<file path="src/rtl/serial_sub.sv">
// serial_sub: bit-serial W-bit subtractor, d = a - b - bi, LSB first.
// One full-subtractor cell, a borrow flop and operand/result shift registers.
// Optional macro SERIAL_SUB_OVF_EN adds the signed-overflow output ovf.
module serial_sub #(
    parameter int unsigned W = 4
) (
    input  logic         clk,
    input  logic         rst_n,
    input  logic         start,
    input  logic [W-1:0] a,
    input  logic [W-1:0] b,
    input  logic         bi,
    output logic         busy,
    output logic         done,
    output logic [W-1:0] d,
    output logic         bo
`ifdef SERIAL_SUB_OVF_EN
    ,
    output logic         ovf
`endif
);

    localparam int unsigned CW = (W > 1) ? $clog2(W) : 1;
    localparam logic [CW-1:0] LAST = CW'(W - 1);

    typedef enum logic {
        IDLE  = 1'b0,
        SHIFT = 1'b1
    } state_t;

    state_t         state, state_nxt;
    logic [W-1:0]   sa, sa_nxt;
    logic [W-1:0]   sb, sb_nxt;
    logic [W-1:0]   res, res_nxt;
    logic [CW-1:0]  cnt, cnt_nxt;
    logic           br, br_nxt;
    logic           busy_nxt, done_nxt, bo_nxt;
    logic [W-1:0]   d_nxt;
`ifdef SERIAL_SUB_OVF_EN
    logic           ovf_nxt;
`endif

    // Full-subtractor cell on the current LSBs of the operand shift registers
    logic           ak_c, bk_c, diff_c, borrow_c;
    logic [W-1:0]   res_shift_c;

    assign ak_c     = sa[0];
    assign bk_c     = sb[0];
    assign diff_c   = ak_c ^ bk_c ^ br;
    assign borrow_c = (~ak_c & bk_c) | (~(ak_c ^ bk_c) & br);

    // New difference bit enters at the MSB so the word ends LSB-aligned
    generate
        if (W == 1) begin : g_w1
            assign res_shift_c = diff_c;
        end else begin : g_wn
            assign res_shift_c = {diff_c, res[W-1:1]};
        end
    endgenerate

    // State and datapath registers
    always_ff @(posedge clk or negedge rst_n) begin
        if (!rst_n) begin
            state <= IDLE;
            sa    <= '0;
            sb    <= '0;
            res   <= '0;
            cnt   <= '0;
            br    <= 1'b0;
            busy  <= 1'b0;
            done  <= 1'b0;
            d     <= '0;
            bo    <= 1'b0;
`ifdef SERIAL_SUB_OVF_EN
            ovf   <= 1'b0;
`endif
        end else begin
            state <= state_nxt;
            sa    <= sa_nxt;
            sb    <= sb_nxt;
            res   <= res_nxt;
            cnt   <= cnt_nxt;
            br    <= br_nxt;
            busy  <= busy_nxt;
            done  <= done_nxt;
            d     <= d_nxt;
            bo    <= bo_nxt;
`ifdef SERIAL_SUB_OVF_EN
            ovf   <= ovf_nxt;
`endif
        end
    end

    // Next-state and next-output logic
    always_comb begin
        state_nxt = state;
        sa_nxt    = sa;
        sb_nxt    = sb;
        res_nxt   = res;
        cnt_nxt   = cnt;
        br_nxt    = br;
        done_nxt  = 1'b0;
        d_nxt     = d;
        bo_nxt    = bo;
`ifdef SERIAL_SUB_OVF_EN
        ovf_nxt   = ovf;
`endif
        case (state)
            IDLE: begin
                if (start) begin
                    sa_nxt    = a;
                    sb_nxt    = b;
                    br_nxt    = bi;
                    cnt_nxt   = '0;
                    state_nxt = SHIFT;
                end
            end
            SHIFT: begin
                sa_nxt  = sa >> 1;
                sb_nxt  = sb >> 1;
                br_nxt  = borrow_c;
                res_nxt = res_shift_c;
                cnt_nxt = cnt + CW'(1);
                if (cnt == LAST) begin
                    d_nxt     = res_shift_c;
                    bo_nxt    = borrow_c;
                    done_nxt  = 1'b1;
                    state_nxt = IDLE;
`ifdef SERIAL_SUB_OVF_EN
                    // Borrow into the sign bit differs from borrow out of it
                    ovf_nxt   = br ^ borrow_c;
`endif
                end
            end
            default: state_nxt = IDLE;
        endcase
        busy_nxt = (state_nxt == SHIFT);
    end

endmodule

</file>
<file path="config.mk">
export PLATFORM = sky130hd
export DESIGN_NAME = serial_sub
export DESIGN_NICKNAME = d
export VERILOG_FILES = /design/src/rtl/serial_sub.sv
export SDC_FILE = /design/constraint.sdc
export NUM_CORES = 1
export LEC_CHECK = 0
export ABC_AREA = 1
export BUFFER_PORTS_ARGS = -buffer_cell sky130_fd_sc_hd__buf_2
export CORE_MARGIN = 2
export CORE_UTILIZATION = 35
export CTS_BUF_LIST = sky130_fd_sc_hd__clkbuf_8 sky130_fd_sc_hd__clkbuf_16
export DETAILED_ROUTE_END_ITERATION = 8
export GPL_TIMING_DRIVEN = 0
export SKIP_LAST_GASP = 1
export SYNTH_ARGS = -nofsm -noshare
export SYNTH_HDL_FRONTEND = slang
export SYNTH_SLANG_ARGS = --single-unit
</file>
<file path="constraint.sdc">
create_clock -name clk -period 1.05 [get_ports clk]
set_input_delay 0.21 -clock clk [delete_from_list [all_inputs] [get_ports clk]]
set_output_delay 0.21 -clock clk [all_outputs]
set_load 0.02 [all_outputs]
</file>
==> results by group <==
Outcome
  – Status: finished with violations
  – Failing checks: negative setup slack

GRT
  – Vias in the first global route: 654
  – GR Layer Usage met1: 0.166
  – M2 GR Usage: 0.215
  – GRT Total Usage: 0.127
  – First-pass GRT wire length: roughly 2700 um
  – Largest net degree at the start of global routing: 22
  – Grt ovf: 0
  – GRT Max-Usage Layer: met2
  – Initial antenna violation count: 0
  – Met3 Resource Use GR: 0.0273

Logic synthesis
  – Share of the yosys chip area belonging to registers: 0.592
  – Synthesized instance count: 94
  – Library cells used by synthesis: 13
  – FFs w/ async S/R, synth: 1.00
  – Mapped cell area: 887 um^2
  – Post-Synth Adder-Cell Area: 0.0367
  – Yosys warns: 0
  – Commonest cells in the netlist: nand2_1 (32), dfrtp_1 (21), nand3_1 (16)
  – Most frequent cell after synthesis: nand2_1
  – Yosys top cell by area: dfrtp_1
  – Synth area leaders: dfrtp_1 (59%), nand2_1 (14%), nand3_1 (9.0%)
  – Combinational family with the most area after synthesis: simple AND/OR/NAND/NOR gates
  – Compound-gate portion of the synthesized area: 0.0451
  – Mapped Nets: 108
  – Synth Flop Type: dfrtp_1
  – Yosys reg bits: 21
  – Simple-gate share of the synthesized area: 0.250
  – Post-Syn Area per Cell: 9.44 um^2
  – XOR/XNOR Fraction of Synth Area: 0
  – Mux cell area share after synthesis: 0
  – Area share of the largest cell type after synthesis: 0.592
  – Number of synthesized flops with an enable pin: 0

Timing
  – Worst Skew: 1.99 ps
  – Setup ws final: -117 ps
  – Min Tclk post-route: about 1200 ps
  – Hold Vio Cnt, Final: 0
  – RSZ-0062 raised after global routing: yes
  – Setup violations, final: 2
  – Fin Hold WS: 185 ps
  – Max-slew headroom: 0.689
  – Pins Over Slew Limit: 0
  – Worst Tran Pin Value: around 470 ps
  – FMAX: 857 MHz
  – Final period util: 1.11

Setup path
  – CP max stage delay: between 500 and 600 ps
  – CP max stage cell: fa_2
  – Worst path top cell family by delay: adder cells
  – Crit start category: register
  – Setup crit end kind: register
  – Critical path class: reg -> reg
  – Buf/Inv on CP: 1
  – Crit-path cells: inv_2 > fa_2 > nand2_1 > o21ai_1
  – R2r setup slk: -120 ps
  – Critical path peak fanout: 2
  – Req. time, crit path: 1230 ps
  – CP arrival: 1340 ps

Die
  – Die height: 54.3 um
  – Initial Util: 0.365
  – Core ar.: 2430 um^2
  – Cell Rows: 18
  – IO Pins: 19
  – Die Width: roughly 54 um
  – Die Area: ~3000 um^2

Flow run
  – Max-cap violations: 0

Power
  – Logic gate share of total power: 0.433
  – Power Density: 2810 nW/um^2
  – Switch Pwr: 1190 uW
  – Power Internal: ~2000 uW
  – Peak VDD IR: between 1 and 1.5 mV
  – Sequential power share: 0.414
  – Switching part of the total: 0.373
  – Leakage: 0.000603 uW
  – Clock power share: 0.154

Clock tree
  – Clk_lat worst skew: 250 ps
  – Clock tree buffer depth: 2
  – TritonCTS Buffers: 3
  – Clock Sinks: 21
  – Clock transition at path regs: about 70 ps
  – Root buf cell: clkbuf_8
  – CTS tree: yes
  – H-tree levels: 1

Detailed routing
  – Initial DRC Count: 5
  – DRT Pass-1 Iters: 4
  – Vias: 699
  – Routed wire length: 1670 um
  – Drt wl/cell: around 11 um
  – DRC viols: 0
  – Vias/cell: roughly 4.6
  – Routed Antenna Nets: 0

Layout
  – Final nets: 137
  – Fillers: 255
  – Area grow syn2layout: 28.2%
  – Layout cell share with drive strength beyond 1: 0.320
  – N_diodes: 0
  – Final Util: 0.468

Placement
  – Post-place setup slack: -92.8 ps
  – HPWL Detailed: around 1100 um
  – IO Port Bufs: 17
  – Placer Congestion: 0.662

Worst hold path
  – Hold Path Class: in -> reg
## sequential cells by signal, indices dropped and copies added (netlist names)
| signal | cells |
|---|---|
| done | 1 |
| d | 4 |
| bo | 1 |
| br | 1 |
| state | 1 |
| sb | 4 |
| res | 3 |
| sa | 4 |
| cnt | 2 |
## power groups by stage
stage                     Clock, uW  Combinational (uW)  Sequential, uW
after global placement            0                1140            1320
after floorplan                   0                 709            1450
final                           491                1380            1320
after detailed placement          0                1160            1330
after CTS                       518                1170            1320
after global routing            555                1580            1370
## cell usage in the layout (no fill, tap or decap)
cell	n
nand2_2	1
dfrtp_1	21
ha_2	1
nor2_4	1
inv_2	3
nand2_1	31
clkbuf_8	3
buf_2	16
o21ai_1	3
dlygate4sd3_1	1
o21ai_0	5
buf_6	4
buf_4	7
nand2_4	1
inv_1	6
nand3_1	15
fa_2	1
nor2_1	1
nand3_2	1
## kinds of logic (layout without fill, tap and decap cells)
family	Yosys count	in the layout
AOI/OAI and AO/OA	8	8
DFF	21	21
and+or+nand+nor	51	51
buffers and inverters	12	40
adders and majority gates	2	2
## tightest hold or removal path: cells and delay by family
family / cells / cell delay (ps)
buf+inv: 1 / 70
simple gates: 2 / 120
## per-layer routing
layer	vias to the layer above	wire length (um)
met5	-	0
met4	0	0
met3	0	70
met2	16	784
met1	328	818
li1	355	-
## layout make-up
class	instances	area (um^2)	share of cell area
sequential	21	526	0.462
multi-input combinational	61	312	0.274
timing repair buffer	24	150	0.132
clock buffer	3	41.3	0.0363
buffer	4	37.5	0.0330
tap	30	37.5	0.0330
inverter	8	30.0	0.0264
clock inverter	1	3.75	0.00330
## through the flow
stage	total power [uW]	area, um^2	cells	TNS, ps
2_1_floorplan	2160	887	94	-52.1
3_3_place_gp	2460	1010	141	-136
3_5_place_dp	2490	1010	141	-166
4_1_cts	3010	1060	146	-205
5_1_grt	3500	1140	152	-463
6_report	3200	1140	152	-200
## path summary, 6_finish.rpt
check	cells past startpoint	end	from
worst min register to register	2	sa[3]	sa[3]
worst max-delay path	4	res[3]	br
min in group asynchronous	2	d[0]	rst_n
worst min-delay path	3	sa[3]	a[3]
worst max register to register	4	res[3]	br
max in group asynchronous	2	state	rst_n
## timing repair
item	4_1_cts	5_1_grt
setup endpoints to repair	4	11
resized for setup	2	11
setup buffers	0	5
hold buffers	1	0
pin swaps	2	3
endpoints found under the hold margin	21	0
cloned	0	1
Note: power is estimated with default switching activity, not from simulation.
